<file path="src/rtl/sim_run_ctrl.sv">
// sim_run_ctrl: run controller for simulation benches.
//
// The bench's clock and reset come in here. This block holds the core in reset
// for RST_CYCLES cycles and counts the cycles of the run. It watches the core's
// IO write port for a write to HALT_ADDR, which ends the program. A cycle-based
// watchdog ends runs that never halt. Every output is registered.
//
// Ports:
//   clk        in   bench clock; all logic is on the rising edge
//   rst        in   synchronous, active-high reset
//   io_we      in   core IO write strobe
//   io_addr    in   core IO write address (ADDR_WIDTH)
//   io_din     in   core IO write data (8)
//   core_rst   out  reset to the core; also high after halt or timeout
//   running    out  high while the core runs
//   cycle_cnt  out  run cycles elapsed (CNT_WIDTH); saturates at all-ones
//   done       out  sticky; the program halted or timed out
//   timed_out  out  sticky; the watchdog fired
//   exit_code  out  io_din captured by the halt write
//   halt_pulse out  one-cycle pulse on the halt capture
module sim_run_ctrl #(
  parameter int unsigned                  RST_CYCLES     = 3,
  parameter int unsigned                  TIMEOUT_CYCLES = 150000000,
  parameter int unsigned                  CNT_WIDTH      = 32,
  parameter int unsigned                  ADDR_WIDTH     = 32,
  parameter logic        [ADDR_WIDTH-1:0] HALT_ADDR      = 32'h00030004
) (
  input  logic                  clk,
  input  logic                  rst,
  input  logic                  io_we,
  input  logic [ADDR_WIDTH-1:0] io_addr,
  input  logic [7:0]            io_din,
  output logic                  core_rst,
  output logic                  running,
  output logic [CNT_WIDTH-1:0]  cycle_cnt,
  output logic                  done,
  output logic                  timed_out,
  output logic [7:0]            exit_code,
  output logic                  halt_pulse
);

  localparam int unsigned RstCntW = (RST_CYCLES > 1) ? $clog2(RST_CYCLES + 1) : 1;
  localparam logic [RstCntW-1:0] RstLast = RstCntW'(RST_CYCLES - 1);
  // The watchdog fires on the last cycle before the limit. The ternary stops an
  // underflow when the watchdog is disabled.
  localparam logic [CNT_WIDTH-1:0] WdLast =
      (TIMEOUT_CYCLES != 0) ? CNT_WIDTH'(TIMEOUT_CYCLES - 1) : '0;
  localparam bit WdEn = (TIMEOUT_CYCLES != 0);

  typedef enum logic [1:0] {StReset, StRun, StHalted, StTimeout} state_e;

  state_e               state_q, state_d;
  logic [RstCntW-1:0]   rst_cnt_q, rst_cnt_d;
  logic                 core_rst_q, core_rst_d;
  logic                 running_q, running_d;
  logic [CNT_WIDTH-1:0] cycle_cnt_q, cycle_cnt_d;
  logic                 done_q, done_d;
  logic                 timed_out_q, timed_out_d;
  logic [7:0]           exit_code_q, exit_code_d;
  logic                 halt_pulse_q, halt_pulse_d;

  logic halt_hit;
  logic cnt_full;

  assign halt_hit = io_we && (io_addr == HALT_ADDR);
  assign cnt_full = &cycle_cnt_q;

  always_comb begin
    state_d      = state_q;
    rst_cnt_d    = rst_cnt_q;
    core_rst_d   = core_rst_q;
    running_d    = running_q;
    cycle_cnt_d  = cycle_cnt_q;
    done_d       = done_q;
    timed_out_d  = timed_out_q;
    exit_code_d  = exit_code_q;
    halt_pulse_d = 1'b0;

    unique case (state_q)
      StReset: begin
        core_rst_d  = 1'b1;
        running_d   = 1'b0;
        cycle_cnt_d = '0;
        rst_cnt_d   = rst_cnt_q + 1'b1;
        if (rst_cnt_q == RstLast) begin
          state_d    = StRun;
          rst_cnt_d  = '0;
          core_rst_d = 1'b0;
          running_d  = 1'b1;
        end
      end
      StRun: begin
        // The halt cycle and the watchdog cycle are both counted.
        if (!cnt_full) begin
          cycle_cnt_d = cycle_cnt_q + 1'b1;
        end
        if (halt_hit) begin
          // A halt on the watchdog's final cycle wins.
          state_d      = StHalted;
          exit_code_d  = io_din;
          done_d       = 1'b1;
          halt_pulse_d = 1'b1;
          core_rst_d   = 1'b1;
          running_d    = 1'b0;
        end else if (WdEn && (cycle_cnt_q == WdLast)) begin
          state_d     = StTimeout;
          done_d      = 1'b1;
          timed_out_d = 1'b1;
          core_rst_d  = 1'b1;
          running_d   = 1'b0;
        end
      end
      StHalted, StTimeout: begin
        // Terminal until rst. The core stays frozen and IO writes are ignored.
        core_rst_d = 1'b1;
        running_d  = 1'b0;
      end
      default: begin
        state_d    = StReset;
        rst_cnt_d  = '0;
        core_rst_d = 1'b1;
        running_d  = 1'b0;
      end
    endcase
  end

  always_ff @(posedge clk) begin
    if (rst) begin
      state_q      <= StReset;
      rst_cnt_q    <= '0;
      core_rst_q   <= 1'b1;
      running_q    <= 1'b0;
      cycle_cnt_q  <= '0;
      done_q       <= 1'b0;
      timed_out_q  <= 1'b0;
      exit_code_q  <= '0;
      halt_pulse_q <= 1'b0;
    end else begin
      state_q      <= state_d;
      rst_cnt_q    <= rst_cnt_d;
      core_rst_q   <= core_rst_d;
      running_q    <= running_d;
      cycle_cnt_q  <= cycle_cnt_d;
      done_q       <= done_d;
      timed_out_q  <= timed_out_d;
      exit_code_q  <= exit_code_d;
      halt_pulse_q <= halt_pulse_d;
    end
  end

  assign core_rst   = core_rst_q;
  assign running    = running_q;
  assign cycle_cnt  = cycle_cnt_q;
  assign done       = done_q;
  assign timed_out  = timed_out_q;
  assign exit_code  = exit_code_q;
  assign halt_pulse = halt_pulse_q;

endmodule

</file>
<file path="config.mk">
export PLATFORM = sky130hd
export DESIGN_NAME = sim_run_ctrl
export DESIGN_NICKNAME = d
export VERILOG_FILES = /design/src/rtl/sim_run_ctrl.sv
export SDC_FILE = /design/constraint.sdc
export NUM_CORES = 1
export LEC_CHECK = 0
export BUFFER_PORTS_ARGS = -buffer_cell sky130_fd_sc_hd__buf_2
export CELL_PAD_IN_SITES_DETAIL_PLACEMENT = 2
export CELL_PAD_IN_SITES_GLOBAL_PLACEMENT = 2
export CORE_MARGIN = 4
export CORE_UTILIZATION = 27
export CTS_BUF_LIST = sky130_fd_sc_hd__clkbuf_4 sky130_fd_sc_hd__clkbuf_8
export CTS_CLUSTER_SIZE = 30
export DETAILED_ROUTE_END_ITERATION = 7
export GPL_TIMING_DRIVEN = 0
export PLACE_DENSITY = 0.83
export SETUP_SLACK_MARGIN = 0.02
export SLEW_MARGIN = 0
export SYNTH_ARGS = -nofsm -noshare
export SYNTH_HDL_FRONTEND = slang
export SYNTH_SLANG_ARGS = --single-unit
</file>
<file path="constraint.sdc">
create_clock -name clk -period 1.7 [get_ports clk]
set_input_delay 0.34 -clock clk [delete_from_list [all_inputs] [get_ports clk]]
set_output_delay 0.34 -clock clk [all_outputs]
set_load 0.01 [all_outputs]
</file>
# Word level (Yosys, flattened, before mapping)
# Index checks and enable logic that the tools add are counted.
# W data, S select, Z words.
# totals
inputBits	43
regBits	49
output_inout_bits	45
word_cells	50
# classes
n_mux	16
eq_ne	9
bitwise_logic	2
n_reduce_logical	12
n_addsub	2
# op_table
op	count
$pmux W32 S2	1
$add A32 B1 Y32 const B	1
$eq A32 B18 Y1 const B	1
$eq A32 B28 Y1 const B	1
$mux W32	1
$reduce_and A32 Y1	1
$mux W2	4
$mux W1	7
$eq A2 B2 Y1 const B	3
$pmux W1 S3	2
$reduce_and A2 Y1	3
$reduce_and A3 Y1	2
$ne A2 B2 Y1 const B	2
$pmux W2 S2	1
$reduce_bool A2 Y1	2
$reduce_or A2 Y1	2
$ne A3 B3 Y1 const B	1
$add A2 B1 Y2 const B	1
$eq A2 B1 Y1 const B	1
$logic_not A2 Y1	1
$not A1 Y1	2
$logic_and A1 B1 Y1	1

# Depth between registers and ports, before layout
# Gate-level depths: netlist of the first run.
# logic_depth
word_depth	4
ltp_mapped	8

# Worst setup path after synthesis of the first run
# OpenSTA, ideal clock, no wires.
# synth_timing
path_kind	register to register
from	register cycle_cnt_q[0], in the netlist cycle_cnt[0]
to	register cycle_cnt_q[4], in the netlist cycle_cnt[4]
synth_period_minus_slack_ps	1893
setup_ps	116
t_arrival_ps	1776
required_time_ps	1584
path_slack_ps	-193
path_stages_with_launch	8
path_cell_list	dfxtp_1 > ha_1 > and3_1 > and4_1 > buf_4 > a31oi_1 > a21oi_1 > a31o_2
# synth_via
elab_chain_len	3
word_cells_on_any_way	6
classes_between	add/sub (1); eq/ne (1); mux (2); reduce/logical (2)
# synth_rtl
item	line_no	text
from (decl)	56	logic [CNT_WIDTH-1:0] cycle_cnt_q, cycle_cnt_d;
from (signal assigned)	143	cycle_cnt_q <= cycle_cnt_d;
$add A32 B1 Y32 / $reduce_and A32 Y1 (equally long branches)	95, 66	
$mux W32 / $ne A2 B2 Y1 (equally long branches)	--	
$pmux W32 S2 / $reduce_and A2 Y1 (equally long branches)	--	
# Parallel ways exist; a longest one is shown, timed or not. The select of a mux whose other input is x is not followed.
# A chain may end at the register's enable or synchronous reset.

# Final worst setup path of the first run
# layout_timing
from	register cycle_cnt_q[0], in the netlist cycle_cnt[0]
to	register cycle_cnt_q[11], in the netlist cycle_cnt[11]
# The elaborated chain is that of the path after synthesis.

==> results by group, run 1 <==
Run status
  • Outcome: finished with violations
  • Failing checks: negative setup slack

Logic synthesis
  • Mapped Area: 2520 um2
  • Synth cell types: 44
  • FF+latch count, synth: 49
  • Area share of the leading cell type in the synthesized netlist: 38.9%
  • Average size of a mapped cell: 8.98 um2
  • Sequential fraction of the synthesis area: 38.9%
  • Yosys warns: 0
  • Synth area leader: dfxtp_1
  • Syn nets: 325
  • Synth top area cells: dfxtp_1 39%, nor2_1 4.8%, nand2_1 4.6%, xnor2_1 3.5%, a22o_1 2.8%
  • Cell count after synthesis: 281

Placement
  • Dpl ws: -0.800 ns
  • Port buffer count: 87
  • GPL Wtd Cong: 0.733
  • DPL Wire Length: 6680 um
  • Post-DP Area: 3300 um2

Setup path
  • Critical Path AT: 2.08 ns
  • Critical path peak fanout: 7
  • Setup crit start kind: flop
  • Worst endpoint required time: 1.95 ns
  • Crit Path Class: reg2reg
  • Worst setup EP type: flop
  • Critical register-to-register path startpoint: cycle_cnt[0]$_SDFFE_PP0P_
  • Reg2reg path depth: 7
  • Origin of the worst setup path: cycle_cnt[0]$_SDFFE_PP0P_

GRT
  • Initial antenna violation count: 0
  • Vias in the first global route: 2999
  • Grt ovf: 0
  • First-pass GRT wire length: 16700 um
  • Largest net degree at the start of global routing: 19
  • Tot GR Track Use: 19.2%

Drt
  • Routed Antenna Nets: 0
  • Total number of vias: 2957
  • WL/cell: 22.7 um
  • DRT Pass-1 Iters: 4
  • WL final: 12100 um
  • Via density per instance: 5.57
  • DRT iter0 DRCs: 75
  • Residual DRC: 0

Final layout
  • Final Util: 45.5%
  • Commonest non-fill, non-tap cells in the layout: 83 x buf_2, 38 x buf_4, 30 x nor2_1, 30 x nand2_1, 18 x dfxtp_2
  • Synth-to-Final Area Change: 65.1%
  • Fillers: 998
  • Design area: 4170 um2
  • N_diodes: 0
  • Sequential cell area: 1060 um2
  • Nets: 463
  • Area of the multi-input gates: 1820 um2
  • Most common cell after layout, fill and taps aside: buf_2
  • Layout cell share with drive strength beyond 1: 59.8%

STA
  • Final setup viols: 22
  • Fin crit period: 1.83 ns
  • Worst Tran Pin Value: 0.491 ns
  • Setup TNS: -1.59 ns
  • Fin. max-slew vios: 0
  • F_max: 545 MHz
  • RSZ-0062 raised after global routing: true
  • Slew Limit Headroom: 67.3%
  • Worst Setup Slack, final: -0.134 ns
  • Final Hold Fails: 0
  • Final Cycle Share: 108%
  • Setup Skew: 0.0106 ns

Hold path
  • Hold Crit Start: io_din[1]
  • Hold/Removal Path Class: in2reg
  • Hold Crit Depth: 2

Power
  • Pleak: 0.00182 uW
  • Final Power: 2140 uW
  • Sw Pwr: 601 uW
  • Pwr/cell area: 513 nW/um2
  • Net Sw Frac: 28.1%
  • Maximum VDD drop: 281 uV
  • Comb pwr share: 9.1%
  • Reg power frac: 54.4%
  • Cell Int Power: 1540 uW
  • Clock power frac: 36.5%

Clock tree
  • Clock Path Buffers: 2
  • Num Clock Sinks: 49
  • Root buffer cell: clkbuf_8
  • Clock Pin Slew Worst Setup and Hold Paths: 0.11 ns
  • Hold Buf Count CTS: 0
  • CTS H-tree lvls: 2
  • Total CTS buffers: 5
  • CTS tree: built
  • Clk_lat worst skew: 0.32 ns

Floorplan
  • Cell Rows: 35
  • Starting Density: 27.6%
  • Die W: 105 um
  • Full die area: 11000 um2
  • Die Height: 105 um
  • Core box area: 9150 um2
  • IO Pins: 88

Run
  • Max Cap Violations: 0
[flip-flops by register name (all words and copies together) (netlist names)]
register / flops
rst_cnt_q: 2
done: 1
halt_pulse: 1
cycle_cnt: 32
state_q: 2
running: 1
exit_code: 8
timed_out: 1
core_rst: 1
[worst max-delay path, cell delays in order, from the launching register on]
cell and delay, ns:
dfxtp_4 0.37, ha_4 0.16, and3_4 0.19, and4_4 0.18, buf_12 0.15, a31oi_4 0.32
nand4_1 0.19, mux2i_1 0.19
[cell families (layout without fill, tap and decap cells)]
| group | Yosys count | count (layout) | share of synthesized area, % |
|---|---|---|---|
| flops | 49 | 49 | 38.9 |
| mux | 6 | 6 | 2.38 |
| simple gates | 133 | 133 | 29.0 |
| buf+inv | 21 | 160 | 4.61 |
| xor+xnor | 10 | 10 | 3.47 |
| compound gates | 61 | 61 | 21.2 |
| fa+ha+maj | 1 | 1 | 0.496 |
[synth_stat cells, drive strengths merged]
master   number
a2111oi       6
a211oi        1
a21oi        12
a22o          8
a31o          8
a31oi        11
a41o          6
and2          6
and3          7
and4          7
buf          11
clkbuf        6
dfxtp        49
ha            1
inv           4
mux2i         6
nand2        31
nand2b        2
nand3         8
nand3b        1
nand4        11
nand4b        1
nor2         32
nor2b         2
nor3          1
nor3b         1
nor4          9
nor4b         5
o21a          1
o21ai         5
o22ai         1
o32a          1
o32ai         1
or2           2
or3           7
xnor2        10
[layer usage]
metal | up-vias | part of all wire [%] | global-route usage, %
met5 | - | 0 | 0
met4 | 0 | 2.6 | 6.75
met3 | 25 | 6.3 | 4.14
met2 | 119 | 51 | 35.6
met1 | 1481 | 40 | 21.4
li1 | 1332 | - | -
[final timing paths]
path                           endpoint  slack, ns
max          cycle_cnt[11]$_SDFFE_PP0P_      -0.13
min           exit_code[1]$_SDFFE_PP0P_       0.23
max reg2reg  cycle_cnt[11]$_SDFFE_PP0P_      -0.13
min reg2reg   exit_code[4]$_SDFFE_PP0P_       0.48
[what timing repair did]
action,CTS,global route
pin swaps,32,38
resized for setup,53,54
setup buffers,24,21
cloned,2,1
setup endpoints to repair,47,45
[layout make-up]
cell class | count | share of cell area [%]
Sequential cell | 49 | 25.3
Inverter | 4 | 0.450
Timing Repair Buffer | 135 | 21.8
Buffer | 13 | 3.21
Multi-Input combinational cell | 211 | 43.6
Clock buffer | 5 | 1.65
Clock inverter | 3 | 0.631
Tap cell | 111 | 3.33
[power by group through the flow]
stage	combinational, uW	sequential (uW)	clock (uW)
after floorplan	75.3	1190	0
after global placement	159	1190	0
after detailed placement	166	1190	0
after CTS	169	1170	787
after global routing	213	1170	842
final	194	1160	781
[through the flow]
step           hold slack [ns]  instances
6_report                 0.229        531
3_3_place_gp             0.453        479
2_1_floorplan            0.473        281
4_1_cts                  0.224        509
5_1_grt                  0.220        531
3_5_place_dp             0.453        479
(Power assumes the default switching activity.)
==> run 2: changes to the inputs <==
--- a/config.mk
+++ b/config.mk
@@ -14,6 +14,7 @@
 export CTS_CLUSTER_SIZE = 30
 export DETAILED_ROUTE_END_ITERATION = 7
 export GPL_TIMING_DRIVEN = 0
+export MAX_ROUTING_LAYER = met4
 export PLACE_DENSITY = 0.83
 export SETUP_SLACK_MARGIN = 0.02
 export SLEW_MARGIN = 0
==> run 2 against run 1 <==
The run still ends with negative setup slack left. Clock skew is 0.00063 ns lower. Count of clock-buffer cells in the layout stayed put. Die area stayed put. Fmax rose by 0.38%. Setup slack better by 0.0070 ns. Cell area fell by 0.69%. Utilization is 0.31 points lower. Critical path depth stayed put. Global-route usage is 0.52 points higher. Largest power group unchanged.
==> results by group, run 2 (synthesis results as in run 1) <==
GRT
  • Largest net degree at the start of global routing: 19 (unchanged)
  • First-pass GRT wire length: 16600 um (was 16700 um)
  • Grt ovf: 0 (unchanged)
  • Initial antenna violation count: 0 (unchanged)
  • Vias in the first global route: 3014 (was 2999)
  • Tot GR Track Use: 19.7% (was 19.2%)

Run status
  • Failing checks: negative setup slack (unchanged)
  • Outcome: finished with violations (unchanged)

Setup path
  • Crit-path slowest cell: dfxtp_4 (unchanged)
  • CP Buf/Inv Count: 1 (unchanged)
  • Crit Path Class: reg2reg (unchanged)
  • CP top delay family: simple AND/OR/NAND/NOR gates (unchanged)
  • Critical path peak fanout: 7 (unchanged)
  • Setup crit start kind: flop (unchanged)
  • Critical Path AT: 2.08 ns (about the same)
  • Cell Chain, Critical Path: ha_4 -> and3_4 -> and4_4 -> buf_12 -> a31oi_4 -> nand4_1 -> mux2i_1 (unchanged)
  • Worst setup EP type: flop (unchanged)
  • Max incr delay on CP: 0.38 ns (was 0.37 ns)
  • Worst endpoint required time: 1.95 ns (about the same)

Drt
  • DRT iter0 DRCs: 125 (was 75)
  • Total number of vias: 2896 (was 2957)
  • Residual DRC: 0 (unchanged)
  • WL final: 12000 um (was 12100 um)
  • Routed Antenna Nets: 0 (unchanged)
  • DRT Pass-1 Iters: 4 (unchanged)
  • WL/cell: 22.4 um (was 22.7 um)
  • Via density per instance: 5.43 (was 5.57)

Final layout
  • Max reg flops: 32 (unchanged)
  • Fillers: 985 (was 998)
  • Nets: 465 (was 463)
  • N_diodes: 0 (unchanged)
  • Commonest non-fill, non-tap cells in the layout: 86 x buf_2, 41 x buf_4, 30 x nor2_1, 30 x nand2_1, 18 x dfxtp_2 (was 83 x buf_2, 38 x buf_4, 30 x nor2_1, 30 x nand2_1, 18 x dfxtp_2)
  • Layout cell share with drive strength beyond 1: 59.7% (was 59.8%)
  • Synth-to-Final Area Change: 64.0% (was 65.1%)
  • Most common cell after layout, fill and taps aside: buf_2 (unchanged)

STA
  • Fin. max-slew vios: 0 (unchanged)
  • Setup TNS: -1.38 ns (was -1.59 ns)
  • Worst Tran Pin Value: 0.486 ns (was 0.491 ns)
  • RSZ-0062 raised after global routing: true (unchanged)
  • Final Cycle Share: 107% (was 108%)
  • Fin crit period: 1.83 ns (about the same)
  • F_max: 547 MHz (was 545 MHz)
  • Final Hold Fails: 0 (unchanged)
  • Setup Skew: 0.00994 ns (was 0.0106 ns)
  • Worst Setup Slack, final: -0.127 ns (was -0.134 ns)
  • Hold Worst Slack: 0.224 ns (was 0.229 ns)
  • Final setup viols: 24 (was 22)
  • Slew Limit Headroom: 67.6% (was 67.3%)

Clock tree
  • Clk_lat worst skew: 0.33 ns (was 0.32 ns)
  • Clock Pin Slew Worst Setup and Hold Paths: 0.11 ns (about the same)
  • Num Clock Sinks: 49 (unchanged)
  • CTS H-tree lvls: 2 (unchanged)
  • Root buffer cell: clkbuf_8 (unchanged)
  • Clock Path Buffers: 2 (unchanged)
  • CTS tree: built (unchanged)
  • Total CTS buffers: 5 (unchanged)

Floorplan
  • Die W: 105 um (unchanged)
  • IO Pins: 88 (unchanged)
  • Full die area: 11000 um2 (unchanged)
  • Die Height: 105 um (unchanged)
  • Cell Rows: 35 (unchanged)
  • Starting Density: 27.6% (unchanged)
  • Core box area: 9150 um2 (unchanged)

Hold path
  • Hold/Removal Path Class: in2reg (unchanged)

Power
  • Maximum VDD drop: 284 uV (was 281 uV)
  • Pwr/cell area: 518 nW/um2 (was 513 nW/um2)
  • Pleak: 0.00182 uW (about the same)

Placement
  • Port buffer count: 87 (unchanged)
  • GPL Wtd Cong: 0.742 (was 0.733)
  • Dpl ws: -0.800 ns (unchanged)
  • DPL Wire Length: 6680 um (unchanged)

Run
  • Max Cap Violations: 0 (unchanged)
-- run 2: changes by cell type in the layout (fill, tap and decap cells not counted) --
cell | previous run | this run
a21oi_1 | 6 | 7
a21oi_2 | 6 | 5
nor4b_4 | 4 | 3
nor4b_2 | 1 | 2
buf_6 | 16 | 13
buf_4 | 38 | 41
buf_2 | 83 | 86
buf_12 | 4 | 3
-- run 2: per-stage QoR --
step | utilization [%] | instance area (um2) | instances | total power, uW
after floorplan | - | 2720 | 281 | 1270
after global placement | 36.0 | 3300 | 479 | 1350
after detailed placement | 36.0 | 3300 | 479 | 1360
after CTS | 41.3 | 3780 | 509 | 2120
after global routing | 45.2 | 4140 | 533 | 2230
final | 45.2 | 4140 | 533 | 2140
-- run 2: where the power goes --
group / switching (uW) / internal (uW) / total (uW)
Clock: 481 / 307 / 788
Sequential: 21.1 / 1140 / 1160
Combinational: 106 / 84.5 / 190
-- run 2: timing repair --
item                                    4_1_cts  5_1_grt
endpoints found under the hold margin         0        0
buffers inserted                             24       23
hold buffers                                  0        0
pin swaps                                    32       34
gates resized for setup                      53       49
gates cloned                                  2        1
endpoints found under the setup margin       47       45
-- run 2: worst register-to-register path, stage by stage (launching register included) --
cell	delay (ns)
dfxtp_4	0.38
ha_4	0.16
and3_4	0.19
and4_4	0.18
buf_12	0.15
a31oi_4	0.31
nand4_1	0.20
mux2i_1	0.20
-- run 2: worst paths after layout --
check	from	endpoint	slack, ns	cells past startpoint
worst min register to register	exit_code[4]$_SDFFE_PP0P_	exit_code[4]$_SDFFE_PP0P_	0.48	1
worst max-delay path	cycle_cnt[1]$_SDFFE_PP0P_	cycle_cnt[11]$_SDFFE_PP0P_	-0.13	7
worst min-delay path	io_din[1]	exit_code[1]$_SDFFE_PP0P_	0.22	2
worst max register to register	cycle_cnt[1]$_SDFFE_PP0P_	cycle_cnt[11]$_SDFFE_PP0P_	-0.13	7
-- run 2: metal layers --
metal,track usage (%),wire length (um)
met2,35.7,6170
met4,5.62,245
met5,-,0
met3,4.08,509
met1,21.8,5040
-- run 2: final cells by class --
type	instances	area (um2)	area share [%]
multi-input combinational	211	1800	43.6
sequential	49	1060	25.5
timing repair buffer	137	891	21.5
tap	111	139	3.36
buffer	13	134	3.24
clock buffer	5	68.8	1.66
clock inverter	3	26.3	0.635
inverter	4	18.8	0.454
==> run 3: changes to the inputs <==
--- a/config.mk
+++ b/config.mk
@@ -9,13 +9,13 @@
 export CELL_PAD_IN_SITES_DETAIL_PLACEMENT = 2
 export CELL_PAD_IN_SITES_GLOBAL_PLACEMENT = 2
 export CORE_MARGIN = 4
-export CORE_UTILIZATION = 27
-export CTS_BUF_LIST = sky130_fd_sc_hd__clkbuf_4 sky130_fd_sc_hd__clkbuf_8
+export CORE_UTILIZATION = 32
+export CTS_BUF_LIST = sky130_fd_sc_hd__clkbuf_2 sky130_fd_sc_hd__clkbuf_4 sky130_fd_sc_hd__clkbuf_8
 export CTS_CLUSTER_SIZE = 30
 export DETAILED_ROUTE_END_ITERATION = 7
 export GPL_TIMING_DRIVEN = 0
 export MAX_ROUTING_LAYER = met4
-export PLACE_DENSITY = 0.83
+export PLACE_DENSITY = 0.92
 export SETUP_SLACK_MARGIN = 0.02
 export SLEW_MARGIN = 0
 export SYNTH_ARGS = -nofsm -noshare
==> constraint.sdc (replaced) <==
create_clock -name clk -period 2.2 [get_ports clk]
set_input_delay 0.44 -clock clk [delete_from_list [all_inputs] [get_ports clk]]
set_output_delay 0.44 -clock clk [all_outputs]
set_load 0.01 [all_outputs]
==> run 3 against run 2 <==
The run now ends clean. Clock skew down 0.0023 ns. Register-to-register slack better by 0.21 ns. Cell area down 21%. Setup slack better by 0.21 ns. Global-route usage down 0.55 points. Non-clock buffer count down 45. Critical endpoint is now cycle_cnt[7]$_SDFFE_PP0P_. Largest cell class unchanged. Cell count down 10%.
==> results by group, run 3 (synthesis results as in run 1) <==
Run status
  • Outcome: complete, no violations (was finished with violations)

Floorplan
  • Die W: 96.8 um (was 105 um)
  • IO Pins: 88 (unchanged)
  • Die Height: 96.8 um (was 105 um)
  • Core box area: 7690 um2 (was 9150 um2)
  • Cell Rows: 32 (was 35)
  • Full die area: 9370 um2 (was 11000 um2)
  • Starting Density: 32.8% (was 27.6%)

GRT
  • First-pass GRT wire length: 14500 um (was 16600 um)
  • Met2 GRT Util: 34.9% (was 35.7%)
  • Met1 global-route usage: 21.2% (was 21.8%)
  • Vias in the first global route: 2881 (was 3014)
  • Tot GR Track Use: 19.1% (was 19.7%)
  • Met3 GRT Util: 3.68% (was 4.08%)
  • Initial antenna violation count: 0 (unchanged)
  • Largest net degree at the start of global routing: 17 (was 19)
  • GRT Max-Usage Layer: met2 (unchanged)
  • Grt ovf: 0 (unchanged)

Final layout
  • Most common cell after layout, fill and taps aside: buf_2 (unchanged)
  • N_diodes: 0 (unchanged)
  • Commonest non-fill, non-tap cells in the layout: 93 x buf_2, 49 x dfxtp_1, 31 x nor2_1, 31 x nand2_1, 12 x a21oi_1 (was 86 x buf_2, 41 x buf_4, 30 x nor2_1, 30 x nand2_1, 18 x dfxtp_2)
  • Max reg flops: 32 (unchanged)
  • Nets: 420 (was 465)
  • Final Util: 42.7% (was 45.2%)
  • Layout cell share with drive strength beyond 1: 36.1% (was 59.7%)
  • Synth-to-Final Area Change: 30.0% (was 64.0%)

Setup path
  • Worst setup EP type: flop (unchanged)
  • Critical Path AT: 2.33 ns (was 2.08 ns)
  • Worst endpoint required time: 2.41 ns (was 1.95 ns)
  • Setup crit start kind: flop (unchanged)
  • Critical path peak fanout: 9 (was 7)
  • Crit Path Class: reg2reg (unchanged)

Power
  • Pleak: 0.00145 uW (was 0.00182 uW)
  • Cell Int Power: 1410 uW (was 1530 uW)
  • Clock power frac: 43.5% (was 36.8%)
  • Sw Pwr: 427 uW (was 608 uW)
  • Pwr/cell area: 560 nW/um2 (was 518 nW/um2)
  • Net Sw Frac: 23.2% (was 28.4%)
  • Maximum VDD drop: 266 uV (was 284 uV)
  • Reg power frac: 49.7% (was 54.3%)
  • Comb pwr share: 6.8% (was 8.9%)

STA
  • F_max: 473 MHz (was 547 MHz)
  • RSZ-0062 raised after global routing: true (unchanged)
  • Final Hold Fails: 0 (unchanged)
  • Worst Tran Pin Value: 0.808 ns (was 0.486 ns)
  • Fin. max-slew vios: 0 (unchanged)
  • Setup Skew: 0.00762 ns (was 0.00994 ns)
  • Fin crit period: 2.11 ns (was 1.83 ns)
  • Setup TNS: 0 ns (was -1.38 ns)
  • Slew Limit Headroom: 45.9% (was 67.6%)
  • Final setup viols: 0 (was 24)
  • Final Cycle Share: 96.1% (was 107%)

Clock tree
  • Clk_lat worst skew: 0.32 ns (was 0.33 ns)
  • Clock Pin Slew Worst Setup and Hold Paths: 0.10 ns (was 0.11 ns)
  • Clock Path Buffers: 2 (unchanged)
  • Hold Buf Count CTS: 0 (unchanged)
  • CTS H-tree lvls: 2 (unchanged)
  • Num Clock Sinks: 49 (unchanged)
  • CTS tree: built (unchanged)
  • Total CTS buffers: 5 (unchanged)
  • Root buffer cell: clkbuf_8 (unchanged)

Drt
  • Routed Antenna Nets: 0 (unchanged)
  • Via density per instance: 5.51 (was 5.43)
  • DRT iter0 DRCs: 66 (was 125)
  • WL/cell: 19.3 um (was 22.4 um)
  • WL final: 9250 um (was 12000 um)
  • Residual DRC: 0 (unchanged)
  • DRT Pass-1 Iters: 4 (unchanged)
  • Total number of vias: 2638 (was 2896)

Hold path
  • Hold/Removal Path Class: in2reg (unchanged)

Placement
  • Port buffer count: 87 (unchanged)
  • GPL Wtd Cong: 0.794 (was 0.742)
  • DPL Wire Length: 6720 um (was 6680 um)

Run
  • Max Cap Violations: 0 (unchanged)
==> run 3: changes by cell type in the layout (fill, tap and decap cells not counted), moves of 10 or more <==
cell	delta
dfxtp_4	-14
dfxtp_2	-18
buf_6	-10
buf_4	-36
dfxtp_1	+32
==> run 3: final cells by class <==
cell class / instances / area [um2]
multi-input combinational: 211 / 1470
timing repair buffer: 90 / 458
tap: 102 / 128
inverter: 4 / 15.0
buffer: 15 / 93.8
sequential: 49 / 981
fill: 896 / 4410
clock inverter: 3 / 68.8
clock buffer: 5 / 68.8
==> run 3: power groups by stage <==
stage	registers, uW	logic, uW	clock network [uW]
floorplan	926	57.8	0
global placement	926	122	0
detailed placement	928	129	0
CTS	907	131	808
global route	915	138	852
finish	912	124	799
==> run 3: metal layers <==
metal,vias up,share of wire [%]
li1,1238,-
met3,15,5.0
met4,0,2.1
met1,1299,43
met2,86,50
met5,-,0
==> run 3: per-stage QoR <==
step	setup WS [ns]	hold WS, ns	cells	area, um2	total power (uW)
2_1_floorplan	0.307	0.478	281	2520	984
3_3_place_gp	-0.264	0.452	470	3090	1050
3_5_place_dp	-0.310	0.463	470	3090	1060
4_1_cts	0.0310	0.330	477	3240	1850
5_1_grt	-0.0431	0.333	479	3280	1900
6_report	0.0856	0.332	479	3280	1840
==> run 3: repair_timing <==
| item | CTS | global route |
|---|---|---|
| cloned | 0 | 0 |
| endpoints found under the setup margin | 20 | 20 |
| pin swaps | 0 | 1 |
| resized for setup | 4 | 3 |
| setup buffers | 0 | 3 |
| hold endpoints to repair | 0 | 0 |
==> run 3: worst paths after layout <==
kind                             startpoint                   endpoint  depth (start not counted)  slack, ns
setup / recovery  cycle_cnt[0]$_SDFFE_PP0P_  cycle_cnt[7]$_SDFFE_PP0P_                          7       0.09
hold / removal                    io_din[0]  exit_code[0]$_SDFFE_PP0P_                          2       0.33
setup reg to reg  cycle_cnt[0]$_SDFFE_PP0P_  cycle_cnt[7]$_SDFFE_PP0P_                          7       0.09
hold reg to reg      timed_out$_SDFFE_PP0P_     timed_out$_SDFFE_PP0P_                          2       0.48
==> run 3: critical path: stages (launching register included) <==
cell and delay (ns):
dfxtp_1 0.36, ha_1 0.28, and3_1 0.24, and4_1 0.21, buf_4 0.20, a31oi_2 0.36
a21oi_1 0.13, a31o_2 0.23
